File: src/rtl/rgmii_tx_nibble_gen.sv
// RGMII transmit launch logic: turns one GMII byte per slot into per-cycle rise/fall
// values for TXD, TX_CTL and TXC, stretching slots for 100M/10M from a 125 MHz clock.
module rgmii_tx_nibble_gen (
    input  logic       clk_i,
    input  logic       reset_i,
    input  logic [1:0] speed_i,
    input  logic       tx_v_i,
    input  logic [7:0] tx_data_i,
    input  logic       tx_er_i,
    output logic       tx_ready_o,
    output logic [3:0] rgmii_txd_r_o,
    output logic [3:0] rgmii_txd_f_o,
    output logic       rgmii_tx_ctl_r_o,
    output logic       rgmii_tx_ctl_f_o,
    output logic       rgmii_txc_r_o,
    output logic       rgmii_txc_f_o
);

    typedef enum logic [1:0] {
        SPD_10       = 2'b00,
        SPD_100      = 2'b01,
        SPD_1000     = 2'b10,
        SPD_1000_ALT = 2'b11
    } speed_t;

    function automatic logic [6:0] slot_last(input speed_t s);
        case (s)
            SPD_100: slot_last = 7'd9;
            SPD_10:  slot_last = 7'd99;
            default: slot_last = 7'd0;
        endcase
    endfunction

    function automatic logic [6:0] half_period(input speed_t s);
        case (s)
            SPD_100: half_period = 7'd5;
            SPD_10:  half_period = 7'd50;
            default: half_period = 7'd1;
        endcase
    endfunction

    speed_t     speed_r, speed_n;
    logic [6:0] cnt_r, cnt_n;
    logic [7:0] byte_r, byte_n;
    logic       en_r, en_n;
    logic       er_r, er_n;

    logic [6:0] p_n;
    logic [6:0] k_n;
    logic [7:0] h_rise_n;
    logic [7:0] h_fall_n;
    logic [3:0] nib_n;
    logic       gig_n;

    logic       ready_n;
    logic [3:0] txd_r_n, txd_f_n;
    logic       ctl_r_n, ctl_f_n;
    logic       txc_r_n, txc_f_n;

    always_comb begin
        speed_n = speed_r;
        cnt_n   = cnt_r + 7'd1;
        byte_n  = byte_r;
        en_n    = en_r;
        er_n    = er_r;
        if (cnt_r == slot_last(speed_r)) begin
            cnt_n   = '0;
            speed_n = speed_t'(speed_i);
            if (tx_v_i) begin
                byte_n = tx_data_i;
                en_n   = 1'b1;
                er_n   = tx_er_i;
            end else begin
                byte_n = '0;
                en_n   = 1'b0;
                er_n   = 1'b0;
            end
        end
    end

    // Outputs are registered from the next-state values so each flop shows the
    // encoding of the current slot position with no extra cycle of latency.
    always_comb begin
        gig_n    = (speed_n == SPD_1000) || (speed_n == SPD_1000_ALT);
        p_n      = half_period(speed_n);
        k_n      = (cnt_n >= p_n) ? (cnt_n - p_n) : cnt_n;
        h_rise_n = {k_n, 1'b0};
        h_fall_n = {k_n, 1'b1};
        nib_n    = (cnt_n < p_n) ? byte_n[3:0] : byte_n[7:4];
        ready_n  = (cnt_n == slot_last(speed_n));
        ctl_r_n  = en_n;
        ctl_f_n  = en_n ^ er_n;
        if (gig_n) begin
            txd_r_n = byte_n[3:0];
            txd_f_n = byte_n[7:4];
            txc_r_n = 1'b1;
            txc_f_n = 1'b0;
        end else begin
            txd_r_n = nib_n;
            txd_f_n = nib_n;
            txc_r_n = (h_rise_n >= {1'b0, p_n});
            txc_f_n = (h_fall_n >= {1'b0, p_n});
        end
    end

    always_ff @(posedge clk_i or posedge reset_i) begin
        if (reset_i) begin
            speed_r          <= SPD_1000;
            cnt_r            <= '0;
            byte_r           <= '0;
            en_r             <= 1'b0;
            er_r             <= 1'b0;
            tx_ready_o       <= 1'b1;
            rgmii_txd_r_o    <= '0;
            rgmii_txd_f_o    <= '0;
            rgmii_tx_ctl_r_o <= 1'b0;
            rgmii_tx_ctl_f_o <= 1'b0;
            rgmii_txc_r_o    <= 1'b0;
            rgmii_txc_f_o    <= 1'b0;
        end else begin
            speed_r          <= speed_n;
            cnt_r            <= cnt_n;
            byte_r           <= byte_n;
            en_r             <= en_n;
            er_r             <= er_n;
            tx_ready_o       <= ready_n;
            rgmii_txd_r_o    <= txd_r_n;
            rgmii_txd_f_o    <= txd_f_n;
            rgmii_tx_ctl_r_o <= ctl_r_n;
            rgmii_tx_ctl_f_o <= ctl_f_n;
            rgmii_txc_r_o    <= txc_r_n;
            rgmii_txc_f_o    <= txc_f_n;
        end
    end

endmodule

File: config.mk
export PLATFORM = sky130hd
export DESIGN_NAME = rgmii_tx_nibble_gen
export DESIGN_NICKNAME = d
export VERILOG_FILES = /design/src/rtl/rgmii_tx_nibble_gen.sv
export SDC_FILE = /design/constraint.sdc
export NUM_CORES = 1
export LEC_CHECK = 0
export CORE_MARGIN = 4
export CORE_UTILIZATION = 45
export DETAILED_ROUTE_END_ITERATION = 16
export PLACE_DENSITY_LB_ADDON = 0.25
export SKIP_CTS_REPAIR_TIMING = 1
export SYNTH_ARGS = -nofsm -noshare
export SYNTH_HDL_FRONTEND = slang
export SYNTH_SLANG_ARGS = --single-unit
File: constraint.sdc
create_clock -name clk_i -period 10.27 [get_ports clk_i]
set_clock_uncertainty 0.2 [all_clocks]
set_input_delay 2.054 -clock clk_i [delete_from_list [all_inputs] [get_ports clk_i]]
set_output_delay 2.054 -clock clk_i [all_outputs]
set_load 0.005 [all_outputs]
==> impl_metrics.tcl, run 1 <==
set metrics [dict create \
    outcome "complete, no violations" \
    netlist_area_before_placement_sq_um 1900 \
    top_cell_by_count_worst_path "sky130_fd_sc_hd__ha_1" \
    switching_power_w 0.0000454 \
    seq_power_share 0.556 \
    netlist.top_cell.by_area "sky130_fd_sc_hd__dfrtp_1" \
    worst_setup_path_end_kind "flip-flop" \
    rr_worst_depth 15 \
    synth_enable_flop_cells 0 \
    internal-power_w 0.000174 \
    r2r_slack_ns 5.23 \
    grt_usage 0.173 \
    proportion_of_power_drawn_by_the_clock_network 0.407 \
    finalCriticalPeriod_ns 5.80 \
    via_per_inst 5.44 \
    crit_path_cell_trace "clkdlybuf4s50_1 > nor2_1 > nand4_1 > o31ai_1 > inv_1 > ha_1 > nor2b_1 > o21ai_0 > a31oi_1 > a2111oi_4 > mux2_2 > ha_1 > a21boi_0 > o311ai_1 > a21oi_1" \
    cp_data_arrival_time_ns 5.76 \
    synthesis.nets 213 \
    layout-drive-gt1-share 0.106 \
    grt_antenna_before_repair 0 \
    pwr-share-comb 0.037 \
    rsz0062_at_grt "false" \
    period_share 0.565 \
    placement.io_buffers 26 \
    cts_buffer_depth 2 \
    start_util 0.469 \
    syn_to_final_growth_pct 20.2 \
    grt_max_degree 32 \
    cp_slowest_cell "sky130_fd_sc_hd__clkdlybuf4s50_1" \
    die_area_sq_um 5340 \
    die-height_um 73.1 \
    worst_ep_required_time_ns 10.22 \
    core.rowCount 23 \
    regToRegEndpoint "rgmii_txc_f_o" \
    maxCapViolations 0 \
    power.share.switching 0.207 \
    finalNetCount 243 \
    synth_sequential_area_ratio 0.409 \
    clock.fmax_mhz 172 \
    place.detailed.instances 259 \
    fin_setup_tns_ns 0 \
    dieWidth_um 73.1 \
    critical_path.startpoint "speed_i[1]" \
    ir_worst_vdd_uv 75.8 \
    grt_remaining_overflow 0 \
    placed_area_sq_um 2210 \
    gpl.final_weighted_congestion 0.832 \
    drt_iter0_drc 153 \
    netlist_instances 186 \
    detailroute.via_count 1452 \
    postRouteAntennaNets 0 \
    clock-sinks 31 \
    slew_headroom 0.541 \
    timing.rr.start "cnt_r[1]" \
    power.leakage_nw 1.18 \
    tritoncts_clock_tree "done" \
    synth_top_area_frac 0.381 \
    first_pass_iters 4 \
    timing.hold.worst_endpoint "byte_r[1]" \
    totalWireLength_um 4050 \
    synth_async_sr_flop_share 1.00 \
    ys.warnings.count 0 \
    fillCellCount 364 \
    hold_path_depth 2 \
    setup.worst_path.start_class "primary input" \
    synth.ff_latch_count 31 \
    coreArea_sq_um 4060 \
    n_antenna_cell 0 \
    finalNonFillerCells 267 \
    first_global_vias 1415 \
    hp-start "byte_r[1]" \
    clock_latency_ns 0.27 \
    drc_errors 0 \
    slowest_delay_ns 0.48 \
    top_level_i_o_count 27 \
    post_synthesis_cell_type_count 49 \
    setup.worst_path.class "in2reg" \
    final-max-slew-violation-count 0 \
    path_clk_slew_ns 0.06 \
    netlist_top_cells_area "sky130_fd_sc_hd__dfrtp_1, sky130_fd_sc_hd__ha_1, sky130_fd_sc_hd__mux2i_1, sky130_fd_sc_hd__and3_1, sky130_fd_sc_hd__inv_1" \
    avgSynthCellArea_sq_um 10.2 \
    total_power_w 0.000220 \
    worst-slew-pin-transition_ns 0.688 \
    report.final.hold_viol_count 0 \
    drt-wirelength-per-cell_um 15.2 \
    finalSetupViolations 0 \
    min-delay-path-class "reg2reg" \
    primary_ff_master_synth "sky130_fd_sc_hd__dfrtp_1" \
    cts_htree_levels 2 \
    critical_path.max_fanout 9 \
    postLayoutCellArea_sq_um 2290 \
    clock-root-buffer "sky130_fd_sc_hd__clkbuf_8" \
    powerDensity_nw_per_um2 95.9 \
    hpwlAfterDp_um 2950 \
    first_pass_grt_wire_length_um 7050 \
    cts-buffers-inserted 5 \
]
## cells in the mapped netlist (3+ instances only)
| library cell | instances |
|---|---|
| sky130_fd_sc_hd__and3_1 | 11 |
| sky130_fd_sc_hd__xor2_1 | 4 |
| sky130_fd_sc_hd__mux2i_1 | 9 |
| sky130_fd_sc_hd__inv_1 | 18 |
| sky130_fd_sc_hd__nand3_1 | 8 |
| sky130_fd_sc_hd__nor2_1 | 10 |
| sky130_fd_sc_hd__nor3_1 | 3 |
| sky130_fd_sc_hd__a21oi_1 | 13 |
| sky130_fd_sc_hd__ha_1 | 12 |
| sky130_fd_sc_hd__a31oi_1 | 3 |
| sky130_fd_sc_hd__xnor2_1 | 5 |
| sky130_fd_sc_hd__dfrtp_1 | 29 |
| sky130_fd_sc_hd__o21ai_0 | 5 |
| sky130_fd_sc_hd__nand2_1 | 11 |
## stage by stage
step | setup WS, ns | util | hold slack [ns]
3_3_place_gp | 4.28 | 0.544 | 0.264
3_5_place_dp | 4.20 | 0.544 | 0.269
5_1_grt | 4.16 | 0.564 | 0.309
4_1_cts | 4.49 | 0.564 | 0.287
6_report | 4.47 | 0.564 | 0.283
2_1_floorplan | 4.99 | - | 0.247
## cell usage in the layout, fill, tap and decap left out, types with 2 or more instances in the layout
| cell | n |
|---|---|
| sky130_fd_sc_hd__inv_1 | 18 |
| sky130_fd_sc_hd__a21oi_1 | 13 |
| sky130_fd_sc_hd__nor2_1 | 10 |
| sky130_fd_sc_hd__dfstp_2 | 2 |
| sky130_fd_sc_hd__clkbuf_8 | 5 |
| sky130_fd_sc_hd__clkdlybuf4s50_1 | 26 |
| sky130_fd_sc_hd__and2_1 | 2 |
| sky130_fd_sc_hd__xnor2_1 | 5 |
| sky130_fd_sc_hd__mux2i_1 | 9 |
| sky130_fd_sc_hd__ha_1 | 12 |
| sky130_fd_sc_hd__o311ai_1 | 2 |
| sky130_fd_sc_hd__mux2i_4 | 2 |
| sky130_fd_sc_hd__nand2_1 | 11 |
| sky130_fd_sc_hd__a211oi_1 | 2 |
| sky130_fd_sc_hd__nor2b_1 | 2 |
| sky130_fd_sc_hd__mux2_2 | 2 |
| sky130_fd_sc_hd__and3_1 | 11 |
| sky130_fd_sc_hd__nand3_1 | 8 |
| sky130_fd_sc_hd__o211a_1 | 2 |
| sky130_fd_sc_hd__nor3_1 | 3 |
| sky130_fd_sc_hd__a31oi_1 | 3 |
| sky130_fd_sc_hd__o21ai_0 | 5 |
| sky130_fd_sc_hd__clkbuf_1 | 2 |
| sky130_fd_sc_hd__dfrtp_1 | 29 |
| sky130_fd_sc_hd__nand4_1 | 2 |
| sky130_fd_sc_hd__xor2_1 | 4 |
## critical path: cells and delay by family
family | cells | cell delay (ns)
adder cells (fa/ha/maj) | 2 | 0.65
multiplexers | 1 | 0.38
buffers and inverters | 2 | 0.75
AO/OA/AOI/OAI | 7 | 1.53
AND/OR/NAND/NOR | 3 | 0.40
## final cells by class
type / instances / area, sq um / area share
Sequential cell: 31 / 778 / 0.340
Multi-Input combinational cell: 132 / 1030 / 0.449
Clock inverter: 1 / 5.00 / 0.00219
Tap cell: 50 / 62.6 / 0.0273
Timing Repair Buffer: 27 / 268 / 0.117
Clock buffer: 7 / 76.3 / 0.0333
Inverter: 19 / 71.3 / 0.0311
## worst max-delay path by stage
stage	endpoint	slack, ns
finish	rgmii_txc_f_o	4.47
global route	rgmii_txc_f_o	4.16
CTS	rgmii_txc_f_o	4.49
detailed placement	rgmii_txc_f_o	4.20
global placement	rgmii_txc_f_o	4.28
floorplan	rgmii_txc_f_o	4.99
## flip-flops by register name, indices dropped and copies added (netlist names)
| signal | cells |
|---|---|
| byte_r | 8 |
| cnt_r | 7 |
| rgmii_txd_f_o | 4 |
| rgmii_txd_r_o | 4 |
| speed_r | 2 |
| en_r | 1 |
| er_r | 1 |
| rgmii_tx_ctl_f_o | 1 |
| rgmii_txc_f_o | 1 |
| rgmii_txc_r_o | 1 |
| tx_ready_o | 1 |
## power groups by stage
stage	registers, W	logic [W]	clock network [W]
2_1_floorplan	0.000124	0.00000196	0
4_1_cts	0.000122	0.00000845	0.0000912
5_1_grt	0.000122	0.00000929	0.0000974
3_5_place_dp	0.000124	0.00000844	0
3_3_place_gp	0.000124	0.00000839	0
6_report	0.000122	0.00000817	0.0000893
## layer usage
layer	track usage	share of wire	vias up	wire, um
li1	-	-	731	-
met2	0.253	0.46	37	1850
met1	0.251	0.48	682	1960
met3	0.0496	0.056	2	226
met5	0	0	-	0
met4	0.0410	0.0027	0	11
## kinds of logic after synthesis
family          share of synthesized area
mux                                0.0907
buf+inv                            0.0512
xor+xnor                           0.0414
fa+ha+maj                          0.0894
compound gates                      0.168
flops                               0.409
simple gates                        0.150
(Power assumes the default switching activity.)
==> run 2: changes to the inputs <==
clock period = 5.8 ns   (was 10.27 ns; I/O delays follow)
==> impl_metrics.tcl, run 2 (same netlist as run 1, synthesis figures left out) <==
set metrics [dict create \
    die_area_sq_um 5340 \
    cts_buffer_depth 2 \
    grt_max_degree 32 \
    min-delay-path-class "reg2reg" \
    setup.worst_path.class "in2reg" \
    cts_htree_levels 2 \
    most_common_cell_after_layout_fill_and_taps_aside "sky130_fd_sc_hd__dfrtp_1" \
    layout_common_cells "sky130_fd_sc_hd__dfrtp_1, sky130_fd_sc_hd__clkdlybuf4s50_1, sky130_fd_sc_hd__inv_1" \
    finalNetCount 244 \
    top_regs "byte_r x8, cnt_r x7" \
    power.leakage_nw 1.19 \
    drc_errors 0 \
    top_level_i_o_count 27 \
    hp-start "er_r" \
    r2r_slack_ns 0.83 \
    grtUsageMet1 0.241 \
    gr-usage-met3 0.0358 \
    start_util 0.469 \
    hpwlAfterDp_um 3020 \
    report.final.hold_viol_count 0 \
    globalRouteMet2Util 0.269 \
    clock.fmax_mhz 200 \
    tritoncts_clock_tree "done" \
    critical_path.max_fanout 9 \
    drt-wirelength-per-cell_um 15.3 \
    finalCriticalPeriod_ns 4.99 \
    grt_usage 0.171 \
    clock-root-buffer "sky130_fd_sc_hd__clkbuf_8" \
    cp_data_arrival_time_ns 4.93 \
    drt_iter0_drc 120 \
    period_share 0.860 \
    powerDensity_nw_per_um2 187 \
    slew_headroom 0.594 \
    fin_setup_tns_ns 0 \
    worst_ep_required_time_ns 5.74 \
    die-height_um 73.1 \
    gpl.final_weighted_congestion 0.832 \
    setup.worst_path.start_class "primary input" \
    detailroute.via_count 1453 \
    layout-drive-gt1-share 0.110 \
    fillCellCount 359 \
    regToRegEndpoint "rgmii_txc_f_o" \
    worst-slew-pin-transition_ns 0.594 \
    postRouteAntennaNets 0 \
    clock_latency_ns 0.28 \
    totalWireLength_um 4110 \
    hold_path_depth 2 \
    dieWidth_um 73.1 \
    regMostFlops "byte_r" \
    outcome "complete, no violations" \
    clock-sinks 31 \
    final-max-slew-violation-count 0 \
    cts-buffers-inserted 5 \
    timing.hold.worst_endpoint "er_r" \
    grt.busiest_layer "met2" \
    ir_worst_vdd_uv 127 \
    coreArea_sq_um 4060 \
    grt_antenna_before_repair 0 \
    timing.rr.start "speed_r[1]" \
    finalSetupViolations 0 \
    layout_setup_ws_ns 0.811 \
    grt_remaining_overflow 0 \
    rr_worst_depth 15 \
    pre_cts_setup_slack_ns 0.597 \
    worst_setup_path_end_kind "flip-flop" \
    path_clk_slew_ns 0.06 \
    maxCapViolations 0 \
    placement.io_buffers 26 \
    via_per_inst 5.42 \
    first_pass_iters 4 \
    first_global_vias 1501 \
    first_pass_grt_wire_length_um 7100 \
    n_antenna_cell 0 \
    largest_reg_flops 8 \
    syn_to_final_growth_pct 21.9 \
    rsz0062_at_grt "false" \
    core.rowCount 23 \
]
==> run 2: cell count changes in the layout (fill, tap and decap cells not counted), sizes merged <==
| cell | delta |
|---|---|
| bufinv | +1 |
| clkinv | -1 |
| buf | +1 |
==> run 2: area by class of cell <==
type / count / area [sq um] / share of cell area
clock buffers: 7 / 76.3 / 0.0329
inverters: 19 / 71.3 / 0.0307
well taps: 50 / 62.6 / 0.0269
repair buffers: 28 / 275 / 0.119
flip-flops and latches: 31 / 778 / 0.335
multi-input cells: 132 / 1030 / 0.443
clock inverters: 1 / 30.0 / 0.0129
==> run 2: where the power goes <==
group	total [W]	switching [W]	internal [W]
registers	0.000216	0	0.000216
clock network	0.000203	0.0000745	0.000128
logic	0.0000144	0.00000618	0.00000824
total	0.000434	0.0000807	0.000353
==> run 2: worst max-delay path by stage <==
stage	start	end	depth (start not counted)
finish	speed_i[1]	rgmii_txc_f_o	15
global route	speed_r[1]	rgmii_txc_f_o	15
CTS	speed_i[1]	rgmii_txc_f_o	15
detailed placement	speed_i[1]	rgmii_txc_f_o	15
global placement	speed_i[1]	rgmii_txc_f_o	15
floorplan	speed_r[1]	rgmii_txc_f_o	17
==> run 2: worst max-delay path, stage by stage <==
cell and delay, ns:
sky130_fd_sc_hd__clkdlybuf4s50_1 0.47, sky130_fd_sc_hd__nor2_1 0.11, sky130_fd_sc_hd__nand4_1 0.14, sky130_fd_sc_hd__o31ai_1 0.18, sky130_fd_sc_hd__inv_1 0.29, sky130_fd_sc_hd__ha_1 0.37, sky130_fd_sc_hd__nor2b_1 0.13, sky130_fd_sc_hd__o21ai_0 0.24
sky130_fd_sc_hd__a31oi_1 0.19, sky130_fd_sc_hd__a2111oi_4 0.45, sky130_fd_sc_hd__mux2_2 0.38, sky130_fd_sc_hd__ha_1 0.29, sky130_fd_sc_hd__a21boi_0 0.14, sky130_fd_sc_hd__o311ai_1 0.27, sky130_fd_sc_hd__a21oi_1 0.12
==> run 2: per-stage QoR <==
step / utilization / area [sq um] / total power (W) / cells / hold slack [ns]
final: 0.572 / 2320 / 0.000434 / 268 / 0.281
after detailed placement: 0.546 / 2220 / 0.000235 / 260 / 0.271
after floorplan: - / 1900 / 0.000224 / 186 / 0.247
after CTS: 0.572 / 2320 / 0.000438 / 268 / 0.287
after global placement: 0.546 / 2220 / 0.000235 / 260 / 0.264
after global routing: 0.572 / 2320 / 0.000449 / 268 / 0.317
==> run 2: per-layer routing <==
layer  vias to the layer above  share of wire
met1                       680           0.49
met3                         4          0.039
met2                        42           0.47
met4                         0         0.0088
li1                        727              -
met5                         -              0
==> run 3: changes to the inputs <==
CORE_ASPECT_RATIO = 0.75   (was unset)
SLEW_MARGIN = 25   (was unset)
==> impl_metrics.tcl, run 3 (same netlist as run 1, synthesis figures left out) <==
set metrics [dict create \
    outcome "complete, no violations" \
    timing.rr.start "speed_r[1]" \
    via_per_inst 5.48 \
    coreArea_sq_um 4050 \
    gpl.final_weighted_congestion 0.972 \
    powerDensity_nw_per_um2 173 \
    clock_latency_ns 0.27 \
    largest_reg_flops 8 \
    n_antenna_cell 0 \
    grt_usage 0.170 \
    cts-buffers-inserted 5 \
    setup.worst_path.start_class "flip-flop" \
    regToRegEndpoint "rgmii_txc_f_o" \
    first_pass_iters 4 \
    path_clk_slew_ns 0.06 \
    worst-slew-pin-transition_ns 0.783 \
    cts_buffer_depth 2 \
    most_common_cell_after_layout_fill_and_taps_aside "sky130_fd_sc_hd__dfrtp_1" \
    rr_worst_depth 15 \
    hold_path_depth 2 \
    worst_setup_path_end_kind "flip-flop" \
    syn_to_final_growth_pct 21.5 \
    start_util 0.470 \
    top_regs "byte_r x8, cnt_r x7" \
    slew_headroom 0.464 \
    finalNetCount 244 \
    grt_max_degree 32 \
    layout-drive-gt1-share 0.115 \
    top_level_i_o_count 27 \
    regMostFlops "byte_r" \
    worst_ep_required_time_ns 5.76 \
    drc_errors 0 \
    hpwlAfterDp_um 3250 \
    drt_iter0_drc 65 \
    clock.fmax_mhz 190 \
    fillCellCount 360 \
    finalSetupViolations 0 \
    die_area_sq_um 5350 \
    drt-wirelength-per-cell_um 15.4 \
    maxCapViolations 0 \
    clock-sinks 31 \
    period_share 0.907 \
    clock-root-buffer "sky130_fd_sc_hd__clkbuf_8" \
    postRouteAntennaNets 0 \
    fin_setup_tns_ns 0 \
    grt_remaining_overflow 0 \
    placement.io_buffers 26 \
    critical_path.startpoint "speed_r[1]" \
    grt_antenna_before_repair 0 \
    layout_common_cells "sky130_fd_sc_hd__dfrtp_1, sky130_fd_sc_hd__clkdlybuf4s50_1, sky130_fd_sc_hd__inv_1" \
    rsz0062_at_grt "false" \
    place.detailed.instances 265 \
    setup.worst_path.class "reg2reg" \
    first_global_vias 1480 \
    finalCriticalPeriod_ns 5.26 \
    cp_data_arrival_time_ns 5.22 \
    cp-endpoint "rgmii_txc_f_o" \
    core.rowCount 20 \
    r2r_slack_ns 0.54 \
    ir_worst_vdd_uv 144 \
    cts_htree_levels 2 \
    power.leakage_nw 1.19 \
    final-max-slew-violation-count 0 \
    critical_path.max_fanout 17 \
    totalWireLength_um 4210 \
    tritoncts_clock_tree "done" \
    report.final.hold_viol_count 0 \
    min-delay-path-class "reg2reg" \
    detailroute.via_count 1496 \
    first_pass_grt_wire_length_um 7270 \
    die-height_um 64.3 \
    finalNonFillerCells 273 \
    dieWidth_um 83.1 \
]
[run 3: changes by cell type in the layout (fill, tap and decap cells not counted)]
cell,before,now
sky130_fd_sc_hd__bufinv_16,1,0
sky130_fd_sc_hd__clkbuf_1,2,1
sky130_fd_sc_hd__clkinv_2,0,1
sky130_fd_sc_hd__clkbuf_8,5,6
[run 3: worst max-delay path, cell delays in order, from the launching register on]
cell                        delay (ns)
sky130_fd_sc_hd__dfstp_2          0.63
sky130_fd_sc_hd__nor2b_1          0.07
sky130_fd_sc_hd__a22o_2           0.34
sky130_fd_sc_hd__and3_1           0.40
sky130_fd_sc_hd__o31ai_1          0.49
sky130_fd_sc_hd__inv_1            0.29
sky130_fd_sc_hd__ha_1             0.38
sky130_fd_sc_hd__nor2b_1          0.14
sky130_fd_sc_hd__o21ai_0          0.30
sky130_fd_sc_hd__a31oi_1          0.22
sky130_fd_sc_hd__a2111oi_4        0.47
sky130_fd_sc_hd__mux2_2           0.40
sky130_fd_sc_hd__ha_1             0.30
sky130_fd_sc_hd__a21boi_0         0.14
sky130_fd_sc_hd__o311ai_1         0.25
sky130_fd_sc_hd__a21oi_1          0.11
[run 3: how the worst min path moves through the flow]
stage,startpoint,to,slack (ns)
floorplan,byte_r[0],byte_r[0],0.25
global placement,byte_r[3],byte_r[3],0.27
detailed placement,byte_r[2],byte_r[2],0.27
CTS,byte_r[2],byte_r[2],0.28
global route,byte_r[7],byte_r[7],0.31
finish,byte_r[4],byte_r[4],0.28
[run 3: layer usage]
layer / vias to the layer above / routed length, um / track usage
li1: 726 / - / -
met1: 720 / 2170 / 0.256
met2: 45 / 1760 / 0.239
met3: 5 / 251 / 0.0554
met4: 0 / 23 / 0.0306
met5: - / 0 / 0
[run 3: cell type report]
cell class	instances	area [sq um]	share of cell area
inverters	19	71.3	0.0308
clock inverters	1	5.00	0.00216
well taps	55	68.8	0.0297
flip-flops and latches	31	778	0.336
repair buffers	28	275	0.119
clock buffers	7	86.3	0.0373
multi-input cells	132	1030	0.445
[run 3: through the flow]
stage / setup slack (ns) / power [W] / util / area, sq um / hold WS [ns]
6_report: 0.540 / 0.000401 / 0.571 / 2310 / 0.284
3_5_place_dp: 0.501 / 0.000235 / 0.548 / 2220 / 0.269
5_1_grt: 0.181 / 0.000419 / 0.571 / 2310 / 0.314
3_3_place_gp: 0.750 / 0.000235 / 0.548 / 2220 / 0.265
4_1_cts: 0.614 / 0.000406 / 0.571 / 2310 / 0.285
2_1_floorplan: 1.29 / 0.000224 / - / 1900 / 0.247
[run 3: where the power goes]
group | leakage, nW | switching, W | internal, W
clock | 0.0482 | 0.0000743 | 0.0000955
sequential | 0.392 | 0 | 0.000216
combinational | 0.750 | 0.00000628 | 0.00000827
